**config.mk**
```make
export PLATFORM = sky130hd
export DESIGN_NAME = lsu_axi_ctrl_flat
export DESIGN_NICKNAME = d
export VERILOG_FILES = /design/src/rtl/lsu_pkg.sv /design/src/rtl/lsu_axi_ctrl_if.sv /design/src/rtl/lsu_lane_align.sv /design/src/rtl/lsu_axi_ctrl.sv /design/src/flat_wrapper.sv
export SDC_FILE = /design/constraint.sdc
export NUM_CORES = 1
export LEC_CHECK = 0
export BUFFER_PORTS_ARGS = -buffer_cell sky130_fd_sc_hd__buf_2
export CORE_AREA = 2 2 134 136
export DETAILED_ROUTE_END_ITERATION = 8
export DIE_AREA = 0 0 136 138
export GPL_TIMING_DRIVEN = 1
export PLACE_DENSITY_LB_ADDON = 0.1
export REMOVE_ABC_BUFFERS = 1
export SYNTH_ARGS = -nofsm -noshare
export SYNTH_HDL_FRONTEND = slang
export SYNTH_SLANG_ARGS = --single-unit
```
**constraint.sdc**
```tcl
create_clock -name clk -period 2.3 [get_ports clk]
set_clock_uncertainty 0.05 [all_clocks]
set_input_delay 0.46 -clock clk [delete_from_list [all_inputs] [get_ports clk]]
set_output_delay 0.46 -clock clk [all_outputs]
set_load 0.05 [all_outputs]
```
**src/rtl/lsu_pkg.sv**
```systemverilog
// rtl/lsu_pkg.sv - shared types, funct3 encodings and helpers for the load/store unit
package lsu_pkg;

  typedef enum logic [2:0] {
    S_IDLE,
    S_RD_ADDR,
    S_RD_DATA,
    S_WR,
    S_WR_RESP,
    S_RESP
  } state_e;

  localparam logic [2:0] F3_B  = 3'b000;
  localparam logic [2:0] F3_H  = 3'b001;
  localparam logic [2:0] F3_W  = 3'b010;
  localparam logic [2:0] F3_D  = 3'b011;
  localparam logic [2:0] F3_BU = 3'b100;
  localparam logic [2:0] F3_HU = 3'b101;
  localparam logic [2:0] F3_WU = 3'b110;

  localparam logic [1:0] AXI_OKAY = 2'b00;

  // Byte-enable pattern for an access of the size encoded in funct3[1:0], unshifted.
  function automatic logic [7:0] size_mask(input logic [2:0] func3);
    logic [7:0] m;
    case (func3[1:0])
      2'b00:   m = 8'h01;
      2'b01:   m = 8'h03;
      2'b10:   m = 8'h0F;
      default: m = 8'hFF;
    endcase
    return m;
  endfunction

endpackage

```
**src/rtl/lsu_axi_ctrl_if.sv**
```systemverilog
// rtl/lsu_axi_ctrl_if.sv - AXI-lite bundle between the load/store unit and memory
interface lsu_axi_ctrl_if #(
  parameter int ADDR_W = 32,
  parameter int DATA_W = 32
);
  logic [ADDR_W-1:0]   araddr;
  logic                arvalid;
  logic                arready;
  logic [DATA_W-1:0]   rdata;
  logic [1:0]          rresp;
  logic                rvalid;
  logic                rready;
  logic [ADDR_W-1:0]   awaddr;
  logic                awvalid;
  logic                awready;
  logic [DATA_W-1:0]   wdata;
  logic [DATA_W/8-1:0] wstrb;
  logic                wvalid;
  logic                wready;
  logic [1:0]          bresp;
  logic                bvalid;
  logic                bready;

  modport master (
    output araddr, arvalid, input arready,
    input  rdata, rresp, rvalid, output rready,
    output awaddr, awvalid, input awready,
    output wdata, wstrb, wvalid, input wready,
    input  bresp, bvalid, output bready
  );

  modport slave (
    input  araddr, arvalid, output arready,
    output rdata, rresp, rvalid, input rready,
    input  awaddr, awvalid, output awready,
    input  wdata, wstrb, wvalid, output wready,
    output bresp, bvalid, input bready
  );
endinterface

```
**src/rtl/lsu_lane_align.sv**
```systemverilog
// rtl/lsu_lane_align.sv - byte-lane steering, load extension and alignment check
module lsu_lane_align
  import lsu_pkg::*;
#(
  parameter int DATA_W = 32,
  parameter int OFF_W  = $clog2(DATA_W/8)
) (
  input  logic [OFF_W-1:0]    off_i,
  input  logic [2:0]          func3_i,
  input  logic                we_i,
  input  logic [DATA_W-1:0]   wdata_i,
  input  logic [DATA_W-1:0]   rdata_i,
  output logic [DATA_W-1:0]   wdata_sh_o,
  output logic [DATA_W/8-1:0] wstrb_o,
  output logic [DATA_W-1:0]   rdata_ext_o,
  output logic                misalign_o
);
  localparam int STRB_W = DATA_W / 8;

  logic [DATA_W-1:0] lane;
  logic [OFF_W-1:0]  align_mask;
  logic              illegal;

  // Store steering: move LSB-justified data and its byte enables up to the addressed lanes.
  always_comb begin
    wdata_sh_o = wdata_i << {off_i, 3'b000};
    wstrb_o    = STRB_W'(size_mask(func3_i)) << off_i;
  end

  // Load extraction: bring the addressed bytes down to bit 0, then sign/zero-extend.
  always_comb begin
    lane = rdata_i >> {off_i, 3'b000};
    case (func3_i)
      F3_B:    rdata_ext_o = DATA_W'($signed(lane[7:0]));
      F3_H:    rdata_ext_o = DATA_W'($signed(lane[15:0]));
      F3_W:    rdata_ext_o = DATA_W'($signed(lane[31:0]));
      F3_D:    rdata_ext_o = lane;
      F3_BU:   rdata_ext_o = DATA_W'(lane[7:0]);
      F3_HU:   rdata_ext_o = DATA_W'(lane[15:0]);
      F3_WU:   rdata_ext_o = DATA_W'(lane[31:0]);
      default: rdata_ext_o = '0;
    endcase
  end

  // Natural-alignment check; encodings with no legal meaning are folded into misalign.
  always_comb begin
    case (func3_i[1:0])
      2'b00:   align_mask = '0;
      2'b01:   align_mask = OFF_W'(1);
      2'b10:   align_mask = OFF_W'(3);
      default: align_mask = OFF_W'(7);
    endcase
    illegal = 1'b0;
    if (we_i && func3_i[2])
      illegal = 1'b1;
    if (func3_i == 3'b111)
      illegal = 1'b1;
    if ((DATA_W == 32) && ((func3_i == F3_D) || (func3_i == F3_WU)))
      illegal = 1'b1;
    misalign_o = illegal | (|(off_i & align_mask));
  end

endmodule

```
**src/rtl/lsu_axi_ctrl.sv**
```systemverilog
// rtl/lsu_axi_ctrl.sv - single-outstanding load/store unit with an AXI-lite master port
module lsu_axi_ctrl
  import lsu_pkg::*;
#(
  parameter int ADDR_W = 32,
  parameter int DATA_W = 32,
  parameter int OFF_W  = $clog2(DATA_W/8)
) (
  input  logic              clk,
  input  logic              rst,
  input  logic              req_valid,
  output logic              req_ready,
  input  logic              req_we,
  input  logic [ADDR_W-1:0] req_addr,
  input  logic [2:0]        req_func3,
  input  logic [DATA_W-1:0] req_wdata,
  output logic              resp_valid,
  output logic [DATA_W-1:0] resp_rdata,
  output logic              resp_fault,
  output logic              resp_misalign,
  lsu_axi_ctrl_if.master    axi
);
  state_e              state_q, state_d;
  logic                we_q, we_d;
  logic [ADDR_W-1:0]   addr_q, addr_d;
  logic [2:0]          func3_q, func3_d;
  logic [DATA_W-1:0]   wdata_q, wdata_d;
  logic [DATA_W/8-1:0] wstrb_q, wstrb_d;
  logic                aw_done_q, aw_done_d;
  logic                w_done_q, w_done_d;
  logic [DATA_W-1:0]   rdata_q, rdata_d;
  logic                fault_q, fault_d;
  logic                misalign_q, misalign_d;

  logic                idle;
  logic [OFF_W-1:0]    al_off;
  logic [2:0]          al_func3;
  logic                al_we;
  logic [DATA_W-1:0]   al_wdata_sh;
  logic [DATA_W/8-1:0] al_wstrb;
  logic [DATA_W-1:0]   al_rdata_ext;
  logic                al_misalign;

  assign idle = (state_q == S_IDLE);

  // The aligner looks at the incoming request while idle and at the latched one otherwise.
  always_comb begin
    al_off   = idle ? req_addr[OFF_W-1:0] : addr_q[OFF_W-1:0];
    al_func3 = idle ? req_func3 : func3_q;
    al_we    = idle ? req_we : we_q;
  end

  lsu_lane_align #(
    .DATA_W (DATA_W),
    .OFF_W  (OFF_W)
  ) u_align (
    .off_i       (al_off),
    .func3_i     (al_func3),
    .we_i        (al_we),
    .wdata_i     (req_wdata),
    .rdata_i     (axi.rdata),
    .wdata_sh_o  (al_wdata_sh),
    .wstrb_o     (al_wstrb),
    .rdata_ext_o (al_rdata_ext),
    .misalign_o  (al_misalign)
  );

  // State and latched-request registers; reset drops any transaction in flight.
  always_ff @(posedge clk or negedge rst) begin
    if (!rst) begin
      state_q    <= S_IDLE;
      we_q       <= 1'b0;
      addr_q     <= '0;
      func3_q    <= '0;
      wdata_q    <= '0;
      wstrb_q    <= '0;
      aw_done_q  <= 1'b0;
      w_done_q   <= 1'b0;
      rdata_q    <= '0;
      fault_q    <= 1'b0;
      misalign_q <= 1'b0;
    end else begin
      state_q    <= state_d;
      we_q       <= we_d;
      addr_q     <= addr_d;
      func3_q    <= func3_d;
      wdata_q    <= wdata_d;
      wstrb_q    <= wstrb_d;
      aw_done_q  <= aw_done_d;
      w_done_q   <= w_done_d;
      rdata_q    <= rdata_d;
      fault_q    <= fault_d;
      misalign_q <= misalign_d;
    end
  end

  // Next-state logic: accept, run the AXI phases, then present one response cycle.
  always_comb begin
    state_d    = state_q;
    we_d       = we_q;
    addr_d     = addr_q;
    func3_d    = func3_q;
    wdata_d    = wdata_q;
    wstrb_d    = wstrb_q;
    aw_done_d  = aw_done_q;
    w_done_d   = w_done_q;
    rdata_d    = rdata_q;
    fault_d    = fault_q;
    misalign_d = misalign_q;
    case (state_q)
      S_IDLE: begin
        if (req_valid) begin
          we_d       = req_we;
          addr_d     = req_addr;
          func3_d    = req_func3;
          wdata_d    = al_wdata_sh;
          wstrb_d    = al_wstrb;
          aw_done_d  = 1'b0;
          w_done_d   = 1'b0;
          rdata_d    = '0;
          fault_d    = 1'b0;
          misalign_d = al_misalign;
          if (al_misalign)
            state_d = S_RESP;
          else if (req_we)
            state_d = S_WR;
          else
            state_d = S_RD_ADDR;
        end
      end
      S_RD_ADDR: begin
        if (axi.arready)
          state_d = S_RD_DATA;
      end
      S_RD_DATA: begin
        if (axi.rvalid) begin
          fault_d = (axi.rresp != AXI_OKAY);
          rdata_d = (axi.rresp != AXI_OKAY) ? '0 : al_rdata_ext;
          state_d = S_RESP;
        end
      end
      S_WR: begin
        if (!aw_done_q && axi.awready)
          aw_done_d = 1'b1;
        if (!w_done_q && axi.wready)
          w_done_d = 1'b1;
        if (aw_done_d && w_done_d)
          state_d = S_WR_RESP;
      end
      S_WR_RESP: begin
        if (axi.bvalid) begin
          fault_d = (axi.bresp != AXI_OKAY);
          state_d = S_RESP;
        end
      end
      S_RESP: begin
        state_d = S_IDLE;
      end
      default: begin
        state_d = S_IDLE;
      end
    endcase
  end

  // Handshake and response outputs are decoded from registered state only.
  always_comb begin
    req_ready     = idle;
    axi.arvalid   = (state_q == S_RD_ADDR);
    axi.rready    = (state_q == S_RD_DATA);
    axi.awvalid   = (state_q == S_WR) && !aw_done_q;
    axi.wvalid    = (state_q == S_WR) && !w_done_q;
    axi.bready    = (state_q == S_WR_RESP);
    axi.araddr    = addr_q;
    axi.awaddr    = addr_q;
    axi.wdata     = wdata_q;
    axi.wstrb     = wstrb_q;
    resp_valid    = (state_q == S_RESP);
    resp_rdata    = (state_q == S_RESP) ? rdata_q : '0;
    resp_fault    = (state_q == S_RESP) && fault_q;
    resp_misalign = (state_q == S_RESP) && misalign_q;
  end

endmodule

```
**src/flat_wrapper.sv**
```systemverilog
// flat-port wrapper written by rule: the top's interface ports become plain ports
module lsu_axi_ctrl_flat import lsu_pkg::*;
#(
  parameter int ADDR_W = 32,
  parameter int DATA_W = 32,
  parameter int OFF_W  = $clog2(DATA_W/8)
)
  (clk, rst, req_valid, req_ready, req_we, req_addr, req_func3, req_wdata, resp_valid, resp_rdata, resp_fault, resp_misalign, axi_araddr, axi_arvalid, axi_arready, axi_rdata, axi_rresp, axi_rvalid, axi_rready, axi_awaddr, axi_awvalid, axi_awready, axi_wdata, axi_wstrb, axi_wvalid, axi_wready, axi_bresp, axi_bvalid, axi_bready);
  lsu_axi_ctrl_if #(.ADDR_W(ADDR_W), .DATA_W(DATA_W)) axi_i ();
  input  logic clk;
  input  logic rst;
  input  logic req_valid;
  output logic req_ready;
  input  logic req_we;
  input  logic [ADDR_W-1:0] req_addr;
  input  logic [2:0] req_func3;
  input  logic [DATA_W-1:0] req_wdata;
  output logic resp_valid;
  output logic [DATA_W-1:0] resp_rdata;
  output logic resp_fault;
  output logic resp_misalign;
  output wire logic [$bits(axi_i.araddr)-1:0] axi_araddr;
  output wire logic [$bits(axi_i.arvalid)-1:0] axi_arvalid;
  input wire logic [$bits(axi_i.arready)-1:0] axi_arready;
  input wire logic [$bits(axi_i.rdata)-1:0] axi_rdata;
  input wire logic [$bits(axi_i.rresp)-1:0] axi_rresp;
  input wire logic [$bits(axi_i.rvalid)-1:0] axi_rvalid;
  output wire logic [$bits(axi_i.rready)-1:0] axi_rready;
  output wire logic [$bits(axi_i.awaddr)-1:0] axi_awaddr;
  output wire logic [$bits(axi_i.awvalid)-1:0] axi_awvalid;
  input wire logic [$bits(axi_i.awready)-1:0] axi_awready;
  output wire logic [$bits(axi_i.wdata)-1:0] axi_wdata;
  output wire logic [$bits(axi_i.wstrb)-1:0] axi_wstrb;
  output wire logic [$bits(axi_i.wvalid)-1:0] axi_wvalid;
  input wire logic [$bits(axi_i.wready)-1:0] axi_wready;
  input wire logic [$bits(axi_i.bresp)-1:0] axi_bresp;
  input wire logic [$bits(axi_i.bvalid)-1:0] axi_bvalid;
  output wire logic [$bits(axi_i.bready)-1:0] axi_bready;
  assign axi_araddr = axi_i.araddr;
  assign axi_arvalid = axi_i.arvalid;
  assign axi_i.arready = axi_arready;
  assign axi_i.rdata = axi_rdata;
  assign axi_i.rresp = axi_rresp;
  assign axi_i.rvalid = axi_rvalid;
  assign axi_rready = axi_i.rready;
  assign axi_awaddr = axi_i.awaddr;
  assign axi_awvalid = axi_i.awvalid;
  assign axi_i.awready = axi_awready;
  assign axi_wdata = axi_i.wdata;
  assign axi_wstrb = axi_i.wstrb;
  assign axi_wvalid = axi_i.wvalid;
  assign axi_i.wready = axi_wready;
  assign axi_i.bresp = axi_bresp;
  assign axi_i.bvalid = axi_bvalid;
  assign axi_bready = axi_i.bready;
  lsu_axi_ctrl #(.ADDR_W(ADDR_W), .DATA_W(DATA_W), .OFF_W(OFF_W)) u_core (.clk(clk), .rst(rst), .req_valid(req_valid), .req_ready(req_ready), .req_we(req_we), .req_addr(req_addr), .req_func3(req_func3), .req_wdata(req_wdata), .resp_valid(resp_valid), .resp_rdata(resp_rdata), .resp_fault(resp_fault), .resp_misalign(resp_misalign), .axi(axi_i));
endmodule
```
==> impl_metrics.ini, run 1 <==
[sta]
relSlewSlack = 0.5594
hold_violations = 0
tns_ns = 0
timing.hold.ws_ns = 0.2371
slew_violations = 0
fin_crit_ns = 2.266
setup_violations = 0
period_share = 0.9853
max_slew.worst_pin.slew_ns = 0.6585
timing.final.ws_setup_ns = 0.03387
fmax_ghz = 0.4413

[layout]
fin_util = 0.4599
final_area_sq_mm = 0.008064
insertedDiodeCount = 0
syn_to_final_growth_pct = 34.97
nets = 967
nFillCells = 1758
drive_gt1_frac = 0.3958
layout.cells.non_filler = 1088

[synth]
syn-cell-area_sq_mm = 0.005974
async_flop_share = 1.000
ys_warn_count = 0
synth_ff_type = dfrtp_1
synth-edff-count = 0
synthCells = 620
synth.distinct_cells = 45
synth-seq-cells = 111
synth.avg_cell_area_sq_um = 9.636
yosysSeqAreaShare = 0.4649

[power]
clkPwrFrac = 0.120
power_density_mw_per_mm2 = 1595
power.total_mw = 12.86
seq_power_share = 0.257
vdd_drop_max_mv = 1.114
sw_frac_of_total = 0.5316
pwr-share-comb = 0.623
p_int_mw = 6.025
p_switching_mw = 6.837
p_leak_nw = 4.241

[detailed_routing]
drt_wl_total_mm = 19.58
drtIter0Drc = 291
wire_per_inst_um = 18.00
firstDrtPassIters = 4
viasPerCell = 5.009
num_vias = 5450
ant_nets = 0
drcViolationCount = 0

[worst_setup_path]
r2r_setup_slack_ns = 0.04
cp_num_buf_inv = 4
crit_slowest_cell = dfrtp_1
path_delay_family = buffers and inverters
slowest_delay_ns = 0.41
worstPathArrival_ns = 1.76
crit_path_start_kind = register
critPathKind = register to output port
cp-end-kind = output port
path_common_cell = buf_6
critPathMaxFanout = 8
critical_path_required_ns = 1.79
path_cells = buf_6 > nand2_1 > nor2_4 > buf_12 > clkbuf_16 > and2_1 > buf_6

[global_routing]
antenna_found_initial = 0
track_usage = 0.2000
grt_pass1_wl_mm = 29.59
grt_max_degree = 76
grt_pass1_vias = 5485
grt-ovfl-total = 0

[clock_network]
clock-sinks = 111
cts.htree.levels = 3
cts_root_buf = clkbuf_16
clock_latency_ns = 0.35
cts_buffers = 9
cts_tree = done
cts.clk_slew.worst_paths_ns = 0.08
clk_path_buf_depth = 2

[min_path]
hold_class = input port to register

[placed_design]
post-dp-hpwl_mm = 13.61
placed_area_sq_mm = 0.007411
post-place-ws_ns = 0.02558
gp_congestion = 0.8138
dp.cells = 1056
port_buffers = 252

[die]
start_util = 0.3407
pin_count = 253
rows = 49
core-area_sq_mm = 0.01753
die_w_um = 136
die_area_sq_mm = 0.01877
dieHeight_um = 138

[run]
drv_cap = 0

[status]
status = completed
[worst reg2reg max path, cell delays in order, from the launching register on]
cell	delay, ns
dfrtp_1	0.39
buf_4	0.15
nor3_4	0.17
buf_12	0.17
mux2i_4	0.27
buf_12	0.17
mux4_1	0.55
a22o_1	0.22
[Yosys cell counts, types with 3 or more instances]
cell type,n,share of area
nand2_1,173,0.11
dfrtp_1,111,0.46
mux2i_1,43,0.072
and2_1,36,0.038
buf_4,36,0.045
o21ai_0,30,0.025
a221o_1,23,0.039
clkbuf_1,23,0.014
a21oi_1,20,0.017
nor2_1,18,0.011
a22o_1,15,0.022
buf_2,12,0.010
o221ai_1,11,0.016
o21a_1,9,0.011
nand2b_1,8,0.0084
mux4_1,5,0.022
mux4_2,4,0.015
nand3_1,4,0.0034
buf_6,3,0.0057
inv_1,3,0.0019
mux2_2,3,0.0057
[final timing paths]
| path | start | end | depth (start not counted) |
|---|---|---|---|
| max in group asynchronous | rst | u_core.axi.wdata[21] | 3 |
| max reg2reg | u_core.state_q[0] | u_core.rdata_q[0] | 7 |
| max | u_core.state_q[2] | resp_rdata[15] | 7 |
| min | req_addr[27] | u_core.axi.araddr[27] | 3 |
| min in group asynchronous | rst | u_core.rdata_q[11] | 2 |
| min reg2reg | u_core.axi.wstrb[1] | u_core.axi.wstrb[1] | 2 |
[what timing repair did]
item	4_1_cts	5_1_grt
gates cloned	0	5
setup endpoints to repair	17	52
setup buffers	0	11
endpoints found under the hold margin	25	0
hold buffers	1	0
resized for setup	17	42
pin swaps	0	2
[power groups by stage]
| stage | clock (mW) | sequential, mW | combinational (mW) |
|---|---|---|---|
| 3_3_place_gp | 0 | 3.30 | 7.55 |
| 5_1_grt | 1.67 | 3.42 | 8.52 |
| 3_5_place_dp | 0 | 3.32 | 7.62 |
| 2_1_floorplan | 0 | 6.04 | 2.66 |
| 4_1_cts | 1.58 | 3.30 | 7.64 |
| 6_report | 1.54 | 3.30 | 8.02 |
[per-layer routing]
metal  up-vias  track usage  part of all wire
li1       2589            -                 -
met1      2642       0.2561              0.43
met2       201       0.3343              0.49
met3        18      0.05427             0.071
met4         0      0.05044             0.015
met5         -            0                 0
[flip-flops by register name (all words and copies together), names as in the netlist]
register,cells
u_core.misalign_q,1
u_core.w_done_q,1
u_core.state_q,3
u_core.axi.wdata,32
u_core.aw_done_q,1
u_core.rdata_q,32
u_core.we_q,1
u_core.func3_q,3
u_core.axi.wstrb,4
u_core.axi.araddr,32
u_core.fault_q,1
[cell families (layout without fill, tap and decap cells)]
kind of cell / after synthesis / after routing / share of synthesized area
xor+xnor: 2 / 2 / 0.002932
flops: 111 / 111 / 0.4649
buf+inv: 77 / 316 / 0.07728
simple gates: 251 / 251 / 0.1876
compound gates: 123 / 123 / 0.1502
mux: 56 / 56 / 0.1171
[cell usage in the layout (no fill, tap or decap), drive strengths merged, types with 2 or more instances in the layout]
cell,netlist,routed
a211oi,2,2
o221ai,11,11
mux2,3,3
inv,3,5
o21a,9,9
a211o,2,2
nand3,4,4
clkbuf,23,22
a221o,23,23
nand2b,8,8
xnor2,2,2
nand4,2,2
nor3,4,4
a21o,2,2
and2,36,36
clkinvlp,0,2
dfrtp,111,111
a22o,15,15
nand2,173,173
nor2,19,19
buf,51,285
o21ai,31,31
mux2i,44,44
mux4,9,9
a21oi,20,20
o22ai,2,2
[cell type report]
cell class	instances	area, sq um	area share
Clock buffer	10	239.0	0.02964
Clock inverter	5	41.29	0.005120
Inverter	3	11.26	0.001396
Multi-Input combinational cell	432	2818	0.3494
Sequential cell	111	2778	0.3445
Tap cell	229	286.5	0.03553
Timing Repair Buffer	298	1891	0.2344
Power figures use the tool's default switching activity.
==> inputs of run 2 (changes only) <==
Settings changed: ABC_AREA set to 1, CORE_AREA 2 2 134 136 to 2 2 137 139, DIE_AREA 0 0 136 138 to 0 0 139 141.
==> impl_metrics.ini, run 2 <==
[layout]
mostFrequentLayoutCell = nand2_1
final_cell_mix = nand2_1 (370), buf_2 (217), dfrtp_1 (110)
syn_to_final_growth_pct = 27.48
nFillCells = 1951
drive_gt1_frac = 0.2902
final_area_sq_mm = 0.007958
nets = 1196
insertedDiodeCount = 0

[detailed_routing]
wl_met1_mm = 8.446
viasPerCell = 4.649
num_vias = 6151
drtIter0Drc = 289
wire_per_inst_um = 14.20
drt_wl_total_mm = 18.79
wl_met2_mm = 8.844
top_layer_used = met4
route.met3.wl_mm = 1.283
drcViolationCount = 0
firstDrtPassIters = 4
ant_nets = 0

[placed_design]
post-dp-hpwl_mm = 13.40
gp_congestion = 0.8180
placed_area_sq_mm = 0.007505
post-place-ws_ns = 0.1515
port_buffers = 252

[synth]
async_flop_share = 1.000
yosysSeqAreaShare = 0.4450
synth_ff_type = dfrtp_1
netlist_top_cells_area = dfrtp_1 (44%), nand2_1 (22%), nand3_1 (6.8%), buf_4 (4.7%), inv_1 (4.0%)
synth.most_common_cell = nand2_1
synth.avg_cell_area_sq_um = 7.069
yosysTopAreaCellShare = 0.4450
synthCells = 883
synth-edff-count = 0
synthTopCellsByCount = nand2_1 (371), dfrtp_1 (111), nand3_1 (85)
yosysTopAreaCell = dfrtp_1
ys_warn_count = 0
syn-cell-area_sq_mm = 0.006242
synth.distinct_cells = 28
synth-seq-cells = 111

[worst_setup_path]
crit_path_start_kind = register
cp_num_buf_inv = 3
path_cells = nor3_2 > inv_2 > buf_8 > nor2_1 > buf_6
worstPathArrival_ns = 1.66
cp-end-kind = output port
critPathKind = register to output port
critPathMaxFanout = 33
r2r_setup_slack_ns = 0.20
reg2regPathDepth = 10
slowest_delay_ns = 0.44
critical_path_required_ns = 1.79
cp_num_cells = 5
crit_slowest_cell = dfrtp_1
path_delay_family = flip-flops

[clock_network]
clock-sinks = 111
cts.clk_slew.worst_paths_ns = 0.08
cts_tree = done
cts_buffers = 9
cts_root_buf = clkbuf_16
clock_latency_ns = 0.36
cts.htree.levels = 3
clk_path_buf_depth = 2

[sta]
fin_crit_ns = 2.167
slew_violations = 0
setup_violations = 0
fmax_ghz = 0.4616
rsz0062_at_grt = false
hold_violations = 0
relSlewSlack = 0.6604
tns_ns = 0
max_slew.worst_pin.slew_ns = 0.5088
period_share = 0.9420
timing.final.ws_setup_ns = 0.1335

[global_routing]
antenna_found_initial = 0
grt_pass1_vias = 5902
track_usage = 0.1952
grt_max_degree = 75
grt_pass1_wl_mm = 30.85
grt-ovfl-total = 0

[die]
rows = 50
start_util = 0.3417
core-area_sq_mm = 0.01827
pin_count = 253
die_w_um = 139
dieHeight_um = 141
die_area_sq_mm = 0.01960

[power]
power_density_mw_per_mm2 = 1695
power.total_mw = 13.49
p_leak_nw = 4.501
vdd_drop_max_mv = 1.403

[status]
status = completed

[run]
drv_cap = 0

[min_path]
hold_class = input port to register
hold_path_depth = 3
-- run 2: cell types whose count changed after synthesis, moves of 23 or more --
| cell | before | now |
|---|---|---|
| nand2_1 | 173 | 371 |
| mux2i_1 | 43 | 0 |
| nor2_1 | 18 | 52 |
| inv_1 | 3 | 66 |
| nand3_1 | 4 | 85 |
| a221o_1 | 23 | 0 |
| and2_1 | 36 | 0 |
-- run 2: logic make-up (layout without fill, tap and decap cells) --
group | count (synthesis) | after routing | share of synthesized area
AO/OA/AOI/OAI | 80 | 80 | 0.07497
buffers and inverters | 153 | 359 | 0.1213
flip-flops | 111 | 111 | 0.4450
AND/OR/NAND/NOR | 539 | 539 | 0.3588
-- run 2: power by group --
group | internal (mW) | switching [mW]
combinational | 2.18 | 6.63
sequential | 2.63 | 0.458
clock | 0.774 | 0.821
-- run 2: layout make-up --
| cell class | instances | area, sq um | share of cell area |
|---|---|---|---|
| inverters | 72 | 270.3 | 0.03396 |
| multi-input cells | 619 | 2723 | 0.3421 |
| flip-flops and latches | 111 | 2779 | 0.3492 |
| clock inverters | 7 | 70.07 | 0.008805 |
| clock buffers | 9 | 225.2 | 0.02830 |
| well taps | 234 | 292.8 | 0.03679 |
| repair buffers | 271 | 1598 | 0.2008 |
-- run 2: repair_timing --
action	CTS	global route
setup endpoints to repair	33	35
endpoints found under the hold margin	1	0
buffers inserted	1	0
resized for setup	37	13
hold buffers	1	0
-- run 2: layer usage --
layer	track usage	up-vias
li1	-	3149
met1	0.2610	2776
met2	0.3225	213
met3	0.04178	13
met4	0.05316	0
met5	0	-
-- run 2: path summary, 6_finish.rpt --
check / startpoint / endpoint
max: u_core.state_q[1] / resp_rdata[6]
min reg2reg: u_core.axi.wdata[6] / u_core.axi.wdata[6]
min: req_addr[6] / u_core.axi.araddr[6]
max in group asynchronous: rst / u_core.axi.araddr[30]
min in group asynchronous: rst / u_core.rdata_q[19]
max reg2reg: u_core.state_q[0] / u_core.rdata_q[15]
-- run 2: metrics by stage --
step	util	cells	hold WS (ns)
3_5_place_dp	0.4108	1305	0.2164
2_1_floorplan	-	802	0.1144
5_1_grt	0.4356	1323	0.2337
3_3_place_gp	0.4108	1305	0.2188
4_1_cts	0.4332	1323	0.2158
6_report	0.4356	1323	0.2340
-- run 2: worst min-delay path, stage by stage --
cell and delay, ns:
buf_2 0.07, nand2_1 0.04, nand2_1 0.04
